===== src/rtl/pong_sound_fx.sv =====
// ---------------------------------------------------------------------------
// pong_sound_fx
//   Sound effect sequencer for a Pong game. A game event (score, paddle hit,
//   wall hit) starts a gated square-wave beep on the speaker pin:
//     - paddle : one 2 kHz beep of PADDLE_MS
//     - wall   : one 1 kHz beep of WALL_MS (2 kHz input divided by two)
//     - score  : 2 kHz beep SCORE_ON_MS, silence SCORE_GAP_MS, beep SCORE_ON_MS
//   Priority is score > paddle > wall. An event of equal or higher priority
//   than the sound in progress restarts it; a lower one is ignored.
//
// Ports
//   clk_100MHz    in  system clock, rising edge
//   rst_n         in  asynchronous active-low reset
//   i_tone_2000Hz in  2 kHz square wave, synchronous to clk_100MHz
//   i_hit_paddle  in  single-cycle pulse, ball hit a paddle
//   i_hit_wall    in  single-cycle pulse, ball hit top/bottom wall
//   i_score       in  single-cycle pulse, point scored
//   o_speaker     out registered, gated square wave
//   o_busy        out registered, high while a sound plays (including gap)
// ---------------------------------------------------------------------------
module pong_sound_fx #(
  parameter int unsigned TICKS_PER_MS = 100000,
  parameter int unsigned PADDLE_MS    = 50,
  parameter int unsigned WALL_MS      = 25,
  parameter int unsigned SCORE_ON_MS  = 100,
  parameter int unsigned SCORE_GAP_MS = 50
) (
  input  logic clk_100MHz,
  input  logic rst_n,
  input  logic i_tone_2000Hz,
  input  logic i_hit_paddle,
  input  logic i_hit_wall,
  input  logic i_score,
  output logic o_speaker,
  output logic o_busy
);

  // Counter load values: a state lasts exactly ms*TICKS_PER_MS cycles,
  // counting from load-1 down to 0 inclusive.
  localparam logic [31:0] C_PADDLE    = 32'(PADDLE_MS * TICKS_PER_MS) - 32'd1;
  localparam logic [31:0] C_WALL      = 32'(WALL_MS * TICKS_PER_MS) - 32'd1;
  localparam logic [31:0] C_SCORE_ON  = 32'(SCORE_ON_MS * TICKS_PER_MS) - 32'd1;
  localparam logic [31:0] C_SCORE_GAP = 32'(SCORE_GAP_MS * TICKS_PER_MS) - 32'd1;

  typedef enum logic [1:0] {
    IDLE  = 2'd0,
    BEEP1 = 2'd1,
    GAP   = 2'd2,
    BEEP2 = 2'd3
  } state_t;

  // Encoded so that a numerically larger value is a higher priority;
  // SND_NONE (idle) is below everything, so any event is accepted.
  typedef enum logic [1:0] {
    SND_NONE   = 2'd0,
    SND_WALL   = 2'd1,
    SND_PADDLE = 2'd2,
    SND_SCORE  = 2'd3
  } snd_t;

  state_t      r_state;
  snd_t        r_snd;
  logic [31:0] r_cnt;
  logic        r_div;
  logic        r_tone_d;
  logic        r_speaker;
  logic        r_busy;

  snd_t        w_evt;
  logic        w_accept;
  logic [31:0] w_load;
  logic        w_gate;
  logic        w_tone_sel;
  logic        w_tone_rise;

  // Highest-priority event present this cycle.
  always_comb begin
    w_evt = SND_NONE;
    if (i_score)           w_evt = SND_SCORE;
    else if (i_hit_paddle) w_evt = SND_PADDLE;
    else if (i_hit_wall)   w_evt = SND_WALL;
  end

  assign w_accept = (w_evt != SND_NONE) && (w_evt >= r_snd);

  always_comb begin
    case (w_evt)
      SND_SCORE:  w_load = C_SCORE_ON;
      SND_PADDLE: w_load = C_PADDLE;
      default:    w_load = C_WALL;
    endcase
  end

  // 1 kHz wall tone: toggle on each rising edge of the 2 kHz input. Free
  // running; events never reset it, so wall beeps start at arbitrary phase.
  assign w_tone_rise = i_tone_2000Hz & ~r_tone_d;

  always_ff @(posedge clk_100MHz or negedge rst_n) begin
    if (!rst_n) begin
      r_tone_d <= 1'b0;
      r_div    <= 1'b0;
    end else begin
      r_tone_d <= i_tone_2000Hz;
      if (w_tone_rise) r_div <= ~r_div;
    end
  end

  assign w_gate     = (r_state == BEEP1) || (r_state == BEEP2);
  assign w_tone_sel = (r_snd == SND_WALL) ? r_div : i_tone_2000Hz;

  // Sequencer. r_busy is updated alongside r_state so that it always equals
  // (r_state != IDLE) without an extra cycle of lag.
  always_ff @(posedge clk_100MHz or negedge rst_n) begin
    if (!rst_n) begin
      r_state   <= IDLE;
      r_snd     <= SND_NONE;
      r_cnt     <= 32'd0;
      r_speaker <= 1'b0;
      r_busy    <= 1'b0;
    end else begin
      r_speaker <= w_gate & w_tone_sel;
      if (w_accept) begin
        r_state <= BEEP1;
        r_snd   <= w_evt;
        r_cnt   <= w_load;
        r_busy  <= 1'b1;
      end else begin
        case (r_state)
          IDLE: begin
            r_cnt <= 32'd0;
          end
          BEEP1: begin
            if (r_cnt == 32'd0) begin
              if (r_snd == SND_SCORE) begin
                r_state <= GAP;
                r_cnt   <= C_SCORE_GAP;
              end else begin
                r_state <= IDLE;
                r_snd   <= SND_NONE;
                r_busy  <= 1'b0;
              end
            end else begin
              r_cnt <= r_cnt - 32'd1;
            end
          end
          GAP: begin
            if (r_cnt == 32'd0) begin
              r_state <= BEEP2;
              r_cnt   <= C_SCORE_ON;
            end else begin
              r_cnt <= r_cnt - 32'd1;
            end
          end
          BEEP2: begin
            if (r_cnt == 32'd0) begin
              r_state <= IDLE;
              r_snd   <= SND_NONE;
              r_busy  <= 1'b0;
            end else begin
              r_cnt <= r_cnt - 32'd1;
            end
          end
          default: begin
            r_state <= IDLE;
            r_snd   <= SND_NONE;
            r_busy  <= 1'b0;
          end
        endcase
      end
    end
  end

  assign o_speaker = r_speaker;
  assign o_busy    = r_busy;

endmodule


===== config.mk =====
export PLATFORM = sky130hd
export DESIGN_NAME = pong_sound_fx
export DESIGN_NICKNAME = d
export VERILOG_FILES = /design/src/rtl/pong_sound_fx.sv
export SDC_FILE = /design/constraint.sdc
export NUM_CORES = 1
export LEC_CHECK = 0
export BUFFER_PORTS_ARGS = -buffer_cell sky130_fd_sc_hd__buf_2
export CAP_MARGIN = 20
export CORE_AREA = 4 4 64 66
export DETAILED_ROUTE_END_ITERATION = 6
export DIE_AREA = 0 0 68 70
export PLACE_DENSITY = 0.78
export SETUP_SLACK_MARGIN = 0.15
export SYNTH_ARGS = -nofsm -noshare
export SYNTH_HDL_FRONTEND = slang
export SYNTH_SLANG_ARGS = --single-unit

===== constraint.sdc =====
create_clock -name clk_100MHz -period 8.2 [get_ports clk_100MHz]
set_clock_uncertainty 0.1 [all_clocks]
set_input_delay 0.82 -clock clk_100MHz [delete_from_list [all_inputs] [get_ports clk_100MHz]]
set_output_delay 0.82 -clock clk_100MHz [all_outputs]
set_load 0.1 [all_outputs]

==> impl_results.md <==
- Outcome: finished, final reports clean
- Overflow after GRT: 0
- N_diodes: 0
- Main synth FF type: dfrtp_1
- Power share of the sequential group: 43.1%
- CP max stage cell: or4_4
- Register-to-Register Setup Slack: 5270 ps
- Min Tclk post-route: 2927 ps
- CTS Buffer Depth: 2
- Post-synth EDFFs: 0
- R2r endpoint: r_snd[1]$_DFFE_PN0P_
- Switching Fraction: 40.46%
- Clock network power share: 18.3%
- Starting Density: 63.15%
- Share of cells above drive strength 1: 11.90%
- Syn-to-layout area delta: 6.534%
- Worst hold path class: flip-flop to flip-flop
- Post-CTS Setup Inserts: 0
- CTS Sinks: 40
- Initial drt markers: 120
- CP peak stage delay: 570 ps
- DIE WIDTH: 68 um
- Asr flop ratio synth: 100.0%
- I/O Buffers: 7
- GRT met1 Usage: 31.81%
- Startpoint class of the critical path: flip-flop
- Post-placement setup slack: 4917 ps
- Main combinational cell family by area after synthesis: simple AND/OR/NAND/NOR gates
- Hold buffers post-CTS: 0
- RSZ-0062 raised after global routing: false
- Ranking of synthesized cells by area: dfrtp_1 (44%), xnor2_1 (5.8%), nor2_1 (5.5%), a21oi_1 (5.1%), xor2_1 (3.9%)
- Max Freq: 0.3416 GHz
- Net switching power: 0.2838 mW
- H-tree depth: 2
- Via count: 1785
- Leakage: 0.9919 nW
- Commonest non-fill, non-tap cells in the layout: dfrtp_1 (40), nor2_1 (33), a21oi_1 (23)
- Setup violators final: 0
- Row count: 22
- Sequential-to-total area share from yosys stat: 44.30%
- Worst Setup Slack, final: 5273 ps
- Post-Synth Adder-Cell Area: 1.661%
- Simple-gate share of the synthesized area: 26.02%
- Largest net degree at the start of global routing: 41
- CTS clk-pin slew, worst paths: 120 ps
- # DRC: 0
- CTS Buf Count: 5
- CP Cell Sequence: or4_4 -> or4_4 -> nor3_1 -> nor4b_1 -> a21oi_1 -> a21o_1
- CTS root buf: clkbuf_4
- Syn Inst Count: 244
- Initial antenna violation count: 0
- Vias in the first global route: 1631
- Pint: 0.4176 mW
- Seq cells post-synth: 40
- Power Density: 291.4 nW/um^2
- Setup crit end kind: flip-flop
- WP buf/inv: 0
- Leading area contributor after synthesis: dfrtp_1
- Clock latency at the later pin of the worst-skew pair: 360 ps
- Pre-antenna DRT Iters: 4
- Fin. Hold Viols: 0
- Via density: 5.950
- WL final: 4718 um
- Die area: 4760 um^2
- Part of the power in combinational logic: 38.7%
- Crit path DAT: 3070 ps
- Cell mode on critical path: or4_4
- Final period utilization: 35.70%
- HPWL Detailed: 3445 um
- Post-CTS Resized: 0
- Cell area after synthesis: 2260 um^2
- Crit path max-delay family: simple AND/OR/NAND/NOR gates
- Syn nets: 253
- Count of cell types in the netlist: 45
- Register area: 1001 um^2
- Commonest non-fill, non-tap cell in the layout: dfrtp_1
- Hold Startpoint: r_div$_DFFE_PN0P_
- Hold endpoint: r_div$_DFFE_PN0P_
- First-pass GRT wire length: 7921 um
- Worst VDD drop: 0.0002150 V
- CP Class: flip-flop to flip-flop
- GPL Wtd Cong: 0.8927
- Area occupied by multi-input gates: 1205 um^2
- Crit-path max FO: 5
- Synth top area share: 44.30%
- Reg2Reg Depth: 6
- Compound-Gate Fraction of Synth Area: 15.67%
- Syn_area_per_cell: 9.261 um^2
- Post-synthesis xor/xnor area fraction: 9.690%
- Cell area after layout: 2407 um^2
- Nets: 260
- Hold depth: 1
- Core area: 3578 um^2
- TritonCTS clock tree: yes
- Die height: 70 um
- Slew margin rel.: 42.12%
- FILL cells: 303
- Area post-placement: 2331 um^2
- Final setup TNS: 0 ps
- Slew Viols, Final: 0
- Req. time, crit path: 8340 ps
- Routed WL per cell: 15.73 um
- Max_cap viols: 0
- Met2 Use GR: 30.94%
- Met3 usage: 6.592%
- Final antenna-violating net count: 0
- I/O pin total: 8
- Gr busiest metal: met1
- Mux share of post-synthesis cell area: 0%
- YS warnings: 0
- Overall routing resource usage: 21.84%
- Worst Tran Pin Value: 868.1 ps
- R2R Path Start: r_cnt[5]$_DFFE_PN0P_
==> per-layer routing <==
layer | share of wire, % | vias up
met5 | 0 | -
met1 | 49 | 852
met4 | 1.2 | 0
met2 | 45 | 45
li1 | - | 882
met3 | 5.4 | 6
==> worst max path at each step <==
stage	from	end	slack, ps	cells past startpoint
2_1_floorplan	i_hit_paddle	o_busy$_DFFE_PN0P_	5310	9
3_3_place_gp	i_hit_wall	r_cnt[9]$_DFFE_PN0P_	5060	10
3_5_place_dp	i_score	r_cnt[5]$_DFFE_PN0P_	4920	10
4_1_cts	r_cnt[10]$_DFFE_PN0P_	r_snd[1]$_DFFE_PN0P_	5280	6
5_1_grt	i_score	r_cnt[9]$_DFFE_PN0P_	5050	10
6_report	r_cnt[5]$_DFFE_PN0P_	r_snd[1]$_DFFE_PN0P_	5270	6
==> synthesized netlist by cell type, drive strengths merged (2+ instances only) <==
master	n
dfrtp	40
nor2	33
a21oi	23
nand2	16
xnor2	15
nor3	11
o21ai	11
or3	10
xor2	10
nor4	8
or4	8
clkbuf	7
inv	6
and2	5
nand2b	5
a21o	4
ha	3
o211ai	3
o22ai	3
o41ai	3
nor4b	2
o31a	2
or2	2
==> through the flow <==
| stage | utilization (%) | instances | total power [mW] | hold slack, ps |
|---|---|---|---|---|
| after global routing | 67.27 | 300 | 0.7522 | 427.6 |
| after detailed placement | 65.14 | 292 | 0.5719 | 369.0 |
| after floorplan | - | 244 | 0.5053 | 345.6 |
| after global placement | 65.14 | 292 | 0.5696 | 363.2 |
| final | 67.27 | 300 | 0.7014 | 383.7 |
| after CTS | 67.27 | 300 | 0.7004 | 385.7 |
==> power by group through the flow <==
| stage | clock network [mW] | registers (mW) | logic (mW) |
|---|---|---|---|
| 2_1_floorplan | 0 | 0.309 | 0.196 |
| 3_3_place_gp | 0 | 0.303 | 0.267 |
| 3_5_place_dp | 0 | 0.304 | 0.268 |
| 4_1_cts | 0.130 | 0.300 | 0.270 |
| 5_1_grt | 0.139 | 0.310 | 0.303 |
| 6_report | 0.128 | 0.302 | 0.271 |
==> logic make-up (layout without fill, tap and decap cells) <==
kind of cell    after synthesis  after routing
fa+ha+maj                     3              3
xor+xnor                     25             25
flops                        40             40
compound gates               57             57
buf+inv                      14             22
simple gates                105            105
==> state kept, by name (all words and copies together), names as in the netlist <==
signal / count
o_busy: 1
r_tone_d: 1
r_state: 2
r_cnt: 32
r_snd: 2
r_div: 1
o_speaker: 1
==> final cells by class <==
type | instances | area share [%]
inverters | 6 | 0.9356
repair buffers | 8 | 1.767
flip-flops and latches | 40 | 41.58
multi-input cells | 190 | 50.05
clock buffers | 6 | 1.715
well taps | 48 | 2.495
clock inverters | 2 | 1.455
Power figures use the tool's default switching activity.
